**src/rtl/gcd_engine_if.sv**
```systemverilog
// Operand/result handshake bundle for gcd_engine.
// valid/ready: a transfer happens on a rising edge where both are high; valid holds its payload until then.
interface gcd_engine_if #(
    parameter int WIDTH = 8,
    parameter int CNT_W = 16
);
    logic             in_valid;
    logic             in_ready;
    logic [WIDTH-1:0] a;
    logic [WIDTH-1:0] b;
    logic             out_valid;
    logic             out_ready;
    logic [WIDTH-1:0] gcd;
    logic [CNT_W-1:0] cycles;
    logic             busy;

    modport master (
        output in_valid, a, b, out_ready,
        input  in_ready, out_valid, gcd, cycles, busy
    );

    modport slave (
        input  in_valid, a, b, out_ready,
        output in_ready, out_valid, gcd, cycles, busy
    );
endinterface

```
**src/rtl/gcd_engine.sv**
```systemverilog
// Sequential binary (Stein) GCD engine: one subtract/halve step per clock,
// result returned with a saturating count of compute cycles.
module gcd_engine #(
    parameter int WIDTH = 8,
    parameter int CNT_W = 16
) (
    input  logic         clk,
    input  logic         rst_n,
    gcd_engine_if.slave  bus,
    output logic [2:0]   dbg_state
);
    localparam int K_W = $clog2(WIDTH) + 1;

    typedef enum logic [2:0] {IDLE, ALIGN, REDUCE, SCALE, DONE} state_t;

    state_t           state, state_nx;
    logic [WIDTH-1:0] ra, rb, res, gcd_r;
    logic [WIDTH-1:0] ra_nx, rb_nx, res_nx, gcd_nx;
    logic [K_W-1:0]   k, k_nx;
    logic [CNT_W-1:0] cnt, cnt_nx, cyc_r, cyc_nx, cnt_inc;

    assign cnt_inc = (cnt == {CNT_W{1'b1}}) ? cnt : cnt + CNT_W'(1);

    always_ff @(posedge clk or negedge rst_n) begin
        if (!rst_n) begin
            state <= IDLE;
            ra    <= '0;
            rb    <= '0;
            res   <= '0;
            k     <= '0;
            cnt   <= '0;
            gcd_r <= '0;
            cyc_r <= '0;
        end else begin
            state <= state_nx;
            ra    <= ra_nx;
            rb    <= rb_nx;
            res   <= res_nx;
            k     <= k_nx;
            cnt   <= cnt_nx;
            gcd_r <= gcd_nx;
            cyc_r <= cyc_nx;
        end
    end

    always_comb begin
        state_nx = state;
        ra_nx    = ra;
        rb_nx    = rb;
        res_nx   = res;
        k_nx     = k;
        cnt_nx   = cnt;
        gcd_nx   = gcd_r;
        cyc_nx   = cyc_r;
        case (state)
            IDLE: begin
                if (bus.in_valid) begin
                    ra_nx    = bus.a;
                    rb_nx    = bus.b;
                    k_nx     = '0;
                    cnt_nx   = '0;
                    state_nx = ALIGN;
                end
            end
            ALIGN: begin
                cnt_nx = cnt_inc;
                // A zero operand short-circuits straight to the result; no scaling needed.
                if (ra == '0 || rb == '0) begin
                    res_nx   = ra | rb;
                    k_nx     = '0;
                    gcd_nx   = ra | rb;
                    cyc_nx   = cnt_inc;
                    state_nx = DONE;
                end else if (!ra[0] && !rb[0]) begin
                    ra_nx = ra >> 1;
                    rb_nx = rb >> 1;
                    k_nx  = k + K_W'(1);
                end else begin
                    state_nx = REDUCE;
                end
            end
            REDUCE: begin
                cnt_nx = cnt_inc;
                if (ra == '0) begin
                    res_nx   = rb;
                    state_nx = SCALE;
                end else if (rb == '0) begin
                    res_nx   = ra;
                    state_nx = SCALE;
                end else if (!ra[0]) begin
                    ra_nx = ra >> 1;
                end else if (!rb[0]) begin
                    rb_nx = rb >> 1;
                end else if (ra >= rb) begin
                    ra_nx = ra - rb;
                end else begin
                    rb_nx = rb - ra;
                end
            end
            SCALE: begin
                cnt_nx   = cnt_inc;
                gcd_nx   = res << k;
                cyc_nx   = cnt_inc;
                state_nx = DONE;
            end
            DONE: begin
                if (bus.out_ready) state_nx = IDLE;
            end
            default: state_nx = IDLE;
        endcase
    end

    assign bus.in_ready  = (state == IDLE);
    assign bus.out_valid = (state == DONE);
    assign bus.busy      = (state != IDLE);
    assign bus.gcd       = gcd_r;
    assign bus.cycles    = cyc_r;
    assign dbg_state     = state;
endmodule

```
**src/flat_wrapper.sv**
```systemverilog
// flat-port wrapper written by rule: the top's interface ports become plain ports
module gcd_engine_flat 
#(
    parameter int WIDTH = 8,
    parameter int CNT_W = 16
)
  (clk, rst_n, dbg_state, bus_in_valid, bus_a, bus_b, bus_out_ready, bus_in_ready, bus_out_valid, bus_gcd, bus_cycles, bus_busy);
  gcd_engine_if #(.WIDTH(WIDTH), .CNT_W(CNT_W)) bus_i ();
  input  logic clk;
  input  logic rst_n;
  output logic [2:0] dbg_state;
  input wire logic [$bits(bus_i.in_valid)-1:0] bus_in_valid;
  input wire logic [$bits(bus_i.a)-1:0] bus_a;
  input wire logic [$bits(bus_i.b)-1:0] bus_b;
  input wire logic [$bits(bus_i.out_ready)-1:0] bus_out_ready;
  output wire logic [$bits(bus_i.in_ready)-1:0] bus_in_ready;
  output wire logic [$bits(bus_i.out_valid)-1:0] bus_out_valid;
  output wire logic [$bits(bus_i.gcd)-1:0] bus_gcd;
  output wire logic [$bits(bus_i.cycles)-1:0] bus_cycles;
  output wire logic [$bits(bus_i.busy)-1:0] bus_busy;
  assign bus_i.in_valid = bus_in_valid;
  assign bus_i.a = bus_a;
  assign bus_i.b = bus_b;
  assign bus_i.out_ready = bus_out_ready;
  assign bus_in_ready = bus_i.in_ready;
  assign bus_out_valid = bus_i.out_valid;
  assign bus_gcd = bus_i.gcd;
  assign bus_cycles = bus_i.cycles;
  assign bus_busy = bus_i.busy;
  gcd_engine #(.WIDTH(WIDTH), .CNT_W(CNT_W)) u_core (.clk(clk), .rst_n(rst_n), .bus(bus_i), .dbg_state(dbg_state));
endmodule
```
**config.mk**
```make
export PLATFORM = sky130hd
export DESIGN_NAME = gcd_engine_flat
export DESIGN_NICKNAME = d
export VERILOG_FILES = /design/src/rtl/gcd_engine_if.sv /design/src/rtl/gcd_engine.sv /design/src/flat_wrapper.sv
export SDC_FILE = /design/constraint.sdc
export NUM_CORES = 1
export LEC_CHECK = 0
export BUFFER_PORTS_ARGS = -buffer_cell sky130_fd_sc_hd__buf_4
export CORE_UTILIZATION = 45
export CTS_CLUSTER_SIZE = 40
export DETAILED_ROUTE_END_ITERATION = 8
export GPL_TIMING_DRIVEN = 0
export PLACE_DENSITY = 0.74
export SETUP_SLACK_MARGIN = 0.02
export SYNTH_ARGS = -nofsm -noshare
export SYNTH_HDL_FRONTEND = slang
export SYNTH_SLANG_ARGS = --single-unit
```
**constraint.sdc**
```tcl
create_clock -name clk -period 2.9 [get_ports clk]
set_clock_uncertainty 0.05 [all_clocks]
set_input_delay 0.58 -clock clk [delete_from_list [all_inputs] [get_ports clk]]
set_output_delay 0.58 -clock clk [all_outputs]
set_load 0.01 [all_outputs]
```
==> results by group <==
Timing
  • Normalized max-slew margin: between 40 and 50%
  • RSZ-0062 raised after global routing: yes
  • Min Tclk post-route: around 2.7 ns
  • Final setup vio count: 0
  • Maximum operating frequency: roughly 360 MHz
  • Final hold violations: 0
  • Setup TNS: 0 ns
  • Final worst-path cycle share: a little over nine tenths
  • Number of max-slew violations in the final report: 0
  • Post-layout worst setup margin: 0.159 ns
  • Transition time of the tightest slew-check pin: between 0.8 and 0.9 ns

Die
  • Standard-cell rows: 37
  • Initial standard-cell utilization of the core: a little under half
  • DIE HEIGHT: around 110 um
  • Chip width: 107 um
  • Area of the core: roughly 10000 um^2
  • I/O pin count: 50
  • Total Die Area: around 11000 um^2

Final layout
  • Register area: ~1800 um^2
  • Fraction of final layout cells sized beyond drive strength 1: 20.0%
  • Area of the multi-input gates: ~2900 um^2
  • Area delta synth->final: 15.0%
  • Number of fill cells in the layout: 983
  • Nets: around 650
  • Final cell count without fillers: around 750
  • Count of inserted antenna diode cells: 0

Detailed routing
  • Routed via count: 4476
  • Vias per Instance: 5.99
  • Pre-antenna DRT Iters: 8
  • Post-route antenna net violation count: 0
  • Detailed-route wire length: 12600 um
  • Detail-routed net length per standard cell: 16.9 um
  • Detailed router's first-iteration violation count: 346
  • Number of remaining DRC errors: 0

Worst setup path
  • Setup CP Type: reg -> reg
  • Largest stage delay, worst path: about 0.47 ns
  • WP data required: slightly above 3 ns
  • Critical path capture point type: flop
  • Worst path cell trace: inv_2 > ha_1 > inv_1 > fa_1 > nand2b_4 > a2bb2oi_4 > o2111a_2 > o211a_4 > a222oi_1 > mux2i_1
  • Startpoint class of the critical path: flop
  • Slowest-stage cell, CP: sky130_fd_sc_hd__dfrtp_2
  • Crit path buffers/inverters: 2
  • Worst setup slack for register-to-register paths: 0.16 ns
  • Maximum fanout along the worst path: 7
  • Data arrival time of the critical path: ~2.9 ns
  • Family with the most delay on the worst path: compound AO/OA/AOI/OAI gates

Clock network
  • TritonCTS buffer count: 9
  • Clock latency of the later-clocked register in the worst-skew pair: about 0.36 ns
  • Max clock buf depth: 2
  • CTS H-Tree Depth: 3
  • Cell at the root of the clock tree: sky130_fd_sc_hd__clkbuf_8
  • Number of clock sinks: 71
  • Post-cts resize count: 0
  • Clock tree from TritonCTS: yes
  • Hold-fix buffer count after cts: 0
  • Post CTS Setup Buffer Count: 0
  • Clock transition at the registers of the reported paths: 0.08 ns

Min path
  • Path class of the lowest-slack min-delay path: in -> async

Synth
  • Number of distinct library cell variants in the gate-level netlist after synthesis: 74
  • Cell Area, Synth: 4920 um^2
  • Number of storage elements in the synthesis netlist: between 70 and 80
  • Post-synthesis cell type with the largest combined area: sky130_fd_sc_hd__dfrtp_1
  • Synthesized instance count: around 550
  • Post-synth ARST share: 100%
  • Synth Flop Type: sky130_fd_sc_hd__dfrtp_1
  • Yosys synthesis warning count: 0
  • Post-synthesis sequential area ratio: between 30% and 40%
  • Number of synthesized flops with an enable pin: 0
  • Synth top area share: 36.1%
  • Mean post-synth cell area: approximately 9 um^2
  • Largest cells by area after synthesis: sky130_fd_sc_hd__dfrtp_1 36%, sky130_fd_sc_hd__ha_1 6.4%, sky130_fd_sc_hd__a21oi_1 4.1%, sky130_fd_sc_hd__mux2i_1 3.9%, sky130_fd_sc_hd__nand2_1 3.7%
  • Synthesized net count: a little under 600

Global routing
  • Initial antenna violation count: 0
  • Largest net degree at the start of global routing: a little over 70
  • Overflow left after global routing: 0
  • Total track usage: roughly 23%
  • First-pass GRT wire length: about 20000 um
  • Via count of the first global-routing pass: ~4.1k

Placement
  • Detailed Place HPWL: between 9000 and 10000 um
  • Number of placed cells counting well taps: 731
  • Placer's final routability congestion estimate: roughly 0.91
  • Number of buffers inserted by port buffering: 49
  • Pre-CTS WS: about 0.07 ns

Power
  • Power density cells: around 1200 nW/um^2
  • Leakage power: 2.52 nW
  • IR drop worst, VDD: approximately 0.79 mV

Run
  • Reported max-cap violation count: 0

Run status
  • Outcome: finished, final reports clean
cells by family (layout without fill, tap and decap cells):
group,Yosys count,count (layout),synth area share [%]
flops,71,71,36.1
xor+xnor,17,17,3.03
fa+ha+maj,27,27,7.18
simple gates,169,169,17.6
mux,31,31,6.84
buf+inv,62,127,5.55
compound gates,169,169,23.6
Yosys cell counts (3+ instances only):
cell type,instances
sky130_fd_sc_hd__clkbuf_1,11
sky130_fd_sc_hd__xnor2_1,13
sky130_fd_sc_hd__o31ai_1,9
sky130_fd_sc_hd__a31oi_1,8
sky130_fd_sc_hd__a22o_1,5
sky130_fd_sc_hd__nand2b_1,5
sky130_fd_sc_hd__a221oi_1,3
sky130_fd_sc_hd__mux2_2,10
sky130_fd_sc_hd__buf_2,11
sky130_fd_sc_hd__nor4_1,6
sky130_fd_sc_hd__inv_1,31
sky130_fd_sc_hd__o21ai_0,33
sky130_fd_sc_hd__nand4_1,3
sky130_fd_sc_hd__a211oi_1,13
sky130_fd_sc_hd__dfrtp_1,71
sky130_fd_sc_hd__or3_1,4
sky130_fd_sc_hd__nor3_1,16
sky130_fd_sc_hd__mux2i_1,19
sky130_fd_sc_hd__nor2b_1,3
sky130_fd_sc_hd__nand2_1,48
sky130_fd_sc_hd__a21oi_1,40
sky130_fd_sc_hd__a222oi_1,11
sky130_fd_sc_hd__xor2_1,4
sky130_fd_sc_hd__o21a_1,4
sky130_fd_sc_hd__a22oi_1,3
sky130_fd_sc_hd__nor2_1,42
sky130_fd_sc_hd__a21o_1,7
sky130_fd_sc_hd__ha_1,25
sky130_fd_sc_hd__o21ai_1,13
sky130_fd_sc_hd__or2_2,4
sky130_fd_sc_hd__and3_1,4
sky130_fd_sc_hd__buf_4,3
sky130_fd_sc_hd__nand3_1,11
worst register-to-register path, stage by stage, from the launching register on:
cell	delay [ns]
sky130_fd_sc_hd__dfrtp_2	0.47
sky130_fd_sc_hd__inv_2	0.11
sky130_fd_sc_hd__ha_1	0.20
sky130_fd_sc_hd__inv_1	0.06
sky130_fd_sc_hd__fa_1	0.44
sky130_fd_sc_hd__nand2b_4	0.11
sky130_fd_sc_hd__a2bb2oi_4	0.08
sky130_fd_sc_hd__o2111a_2	0.33
sky130_fd_sc_hd__o211a_4	0.31
sky130_fd_sc_hd__a222oi_1	0.33
sky130_fd_sc_hd__mux2i_1	0.12
cell usage in the layout, fill, tap and decap left out, types with 6 or more instances in the layout:
cell / n
sky130_fd_sc_hd__a211oi_1: 13
sky130_fd_sc_hd__a21o_1: 7
sky130_fd_sc_hd__a21oi_1: 40
sky130_fd_sc_hd__a222oi_1: 11
sky130_fd_sc_hd__a31oi_1: 8
sky130_fd_sc_hd__buf_2: 11
sky130_fd_sc_hd__buf_4: 52
sky130_fd_sc_hd__clkbuf_1: 11
sky130_fd_sc_hd__clkbuf_8: 10
sky130_fd_sc_hd__dfrtp_1: 69
sky130_fd_sc_hd__ha_1: 25
sky130_fd_sc_hd__inv_1: 30
sky130_fd_sc_hd__mux2_2: 10
sky130_fd_sc_hd__mux2i_1: 19
sky130_fd_sc_hd__nand2_1: 48
sky130_fd_sc_hd__nand3_1: 11
sky130_fd_sc_hd__nor2_1: 42
sky130_fd_sc_hd__nor3_1: 16
sky130_fd_sc_hd__nor4_1: 6
sky130_fd_sc_hd__o21ai_0: 33
sky130_fd_sc_hd__o21ai_1: 13
sky130_fd_sc_hd__o31ai_1: 9
sky130_fd_sc_hd__xnor2_1: 13
final timing paths:
| path | cells after the start | to | from |
|---|---|---|---|
| setup / recovery | 10 | u_core.ra[2] | u_core.ra[0] |
| hold / removal | 1 | u_core.res[6] | rst_n |
| setup reg to reg | 10 | u_core.ra[2] | u_core.ra[0] |
| hold reg to reg | 2 | u_core.bus.cycles[8] | u_core.bus.cycles[8] |
| max in group asynchronous | 1 | u_core.ra[0] | rst_n |
| min in group clk | 2 | u_core.dbg_state[2] | bus_out_ready |
flip-flops by register name, summed over array words and instances, names as in the netlist:
register           count
u_core.k               4
u_core.cnt            16
u_core.res             8
u_core.ra              8
u_core.bus.gcd         8
u_core.dbg_state       3
u_core.bus.cycles     16
u_core.rb              8
power by group:
group	switching, mW	total, mW	internal (mW)
logic	2.51	4.31	1.79
registers	0.373	1.68	1.30
clock network	0.418	0.756	0.338
through the flow:
| stage | power, mW | hold slack, ns | instance area, um^2 | util, % |
|---|---|---|---|---|
| CTS | 6.65 | 0.333 | 5640 | 53.9 |
| floorplan | 4.70 | 0.234 | 4920 | - |
| global route | 7.28 | 0.362 | 5660 | 54.1 |
| detailed placement | 5.88 | 0.422 | 5460 | 52.1 |
| finish | 6.74 | 0.307 | 5660 | 54.1 |
| global placement | 5.77 | 0.405 | 5460 | 52.1 |
routing by layer:
metal  share of wire [%]  up-vias  track usage, %  wire length [um]
met5                   0        -               0                 0
met2                  45      160            35.7              5740
li1                    -     2115               -                 -
met3                 6.6       17            4.23               829
met1                  46     2184            33.0              5870
met4                 1.6        0            7.44               197
final cells by class:
cell class / instances / area share (%)
buffer: 29 / 2.63
tap: 136 / 3.01
clock buffer: 10 / 2.43
timing repair buffer: 49 / 6.50
sequential: 71 / 31.5
multi-input combinational: 413 / 51.0
inverter: 33 / 2.19
clock inverter: 6 / 0.774
Power figures use the tool's default switching activity.
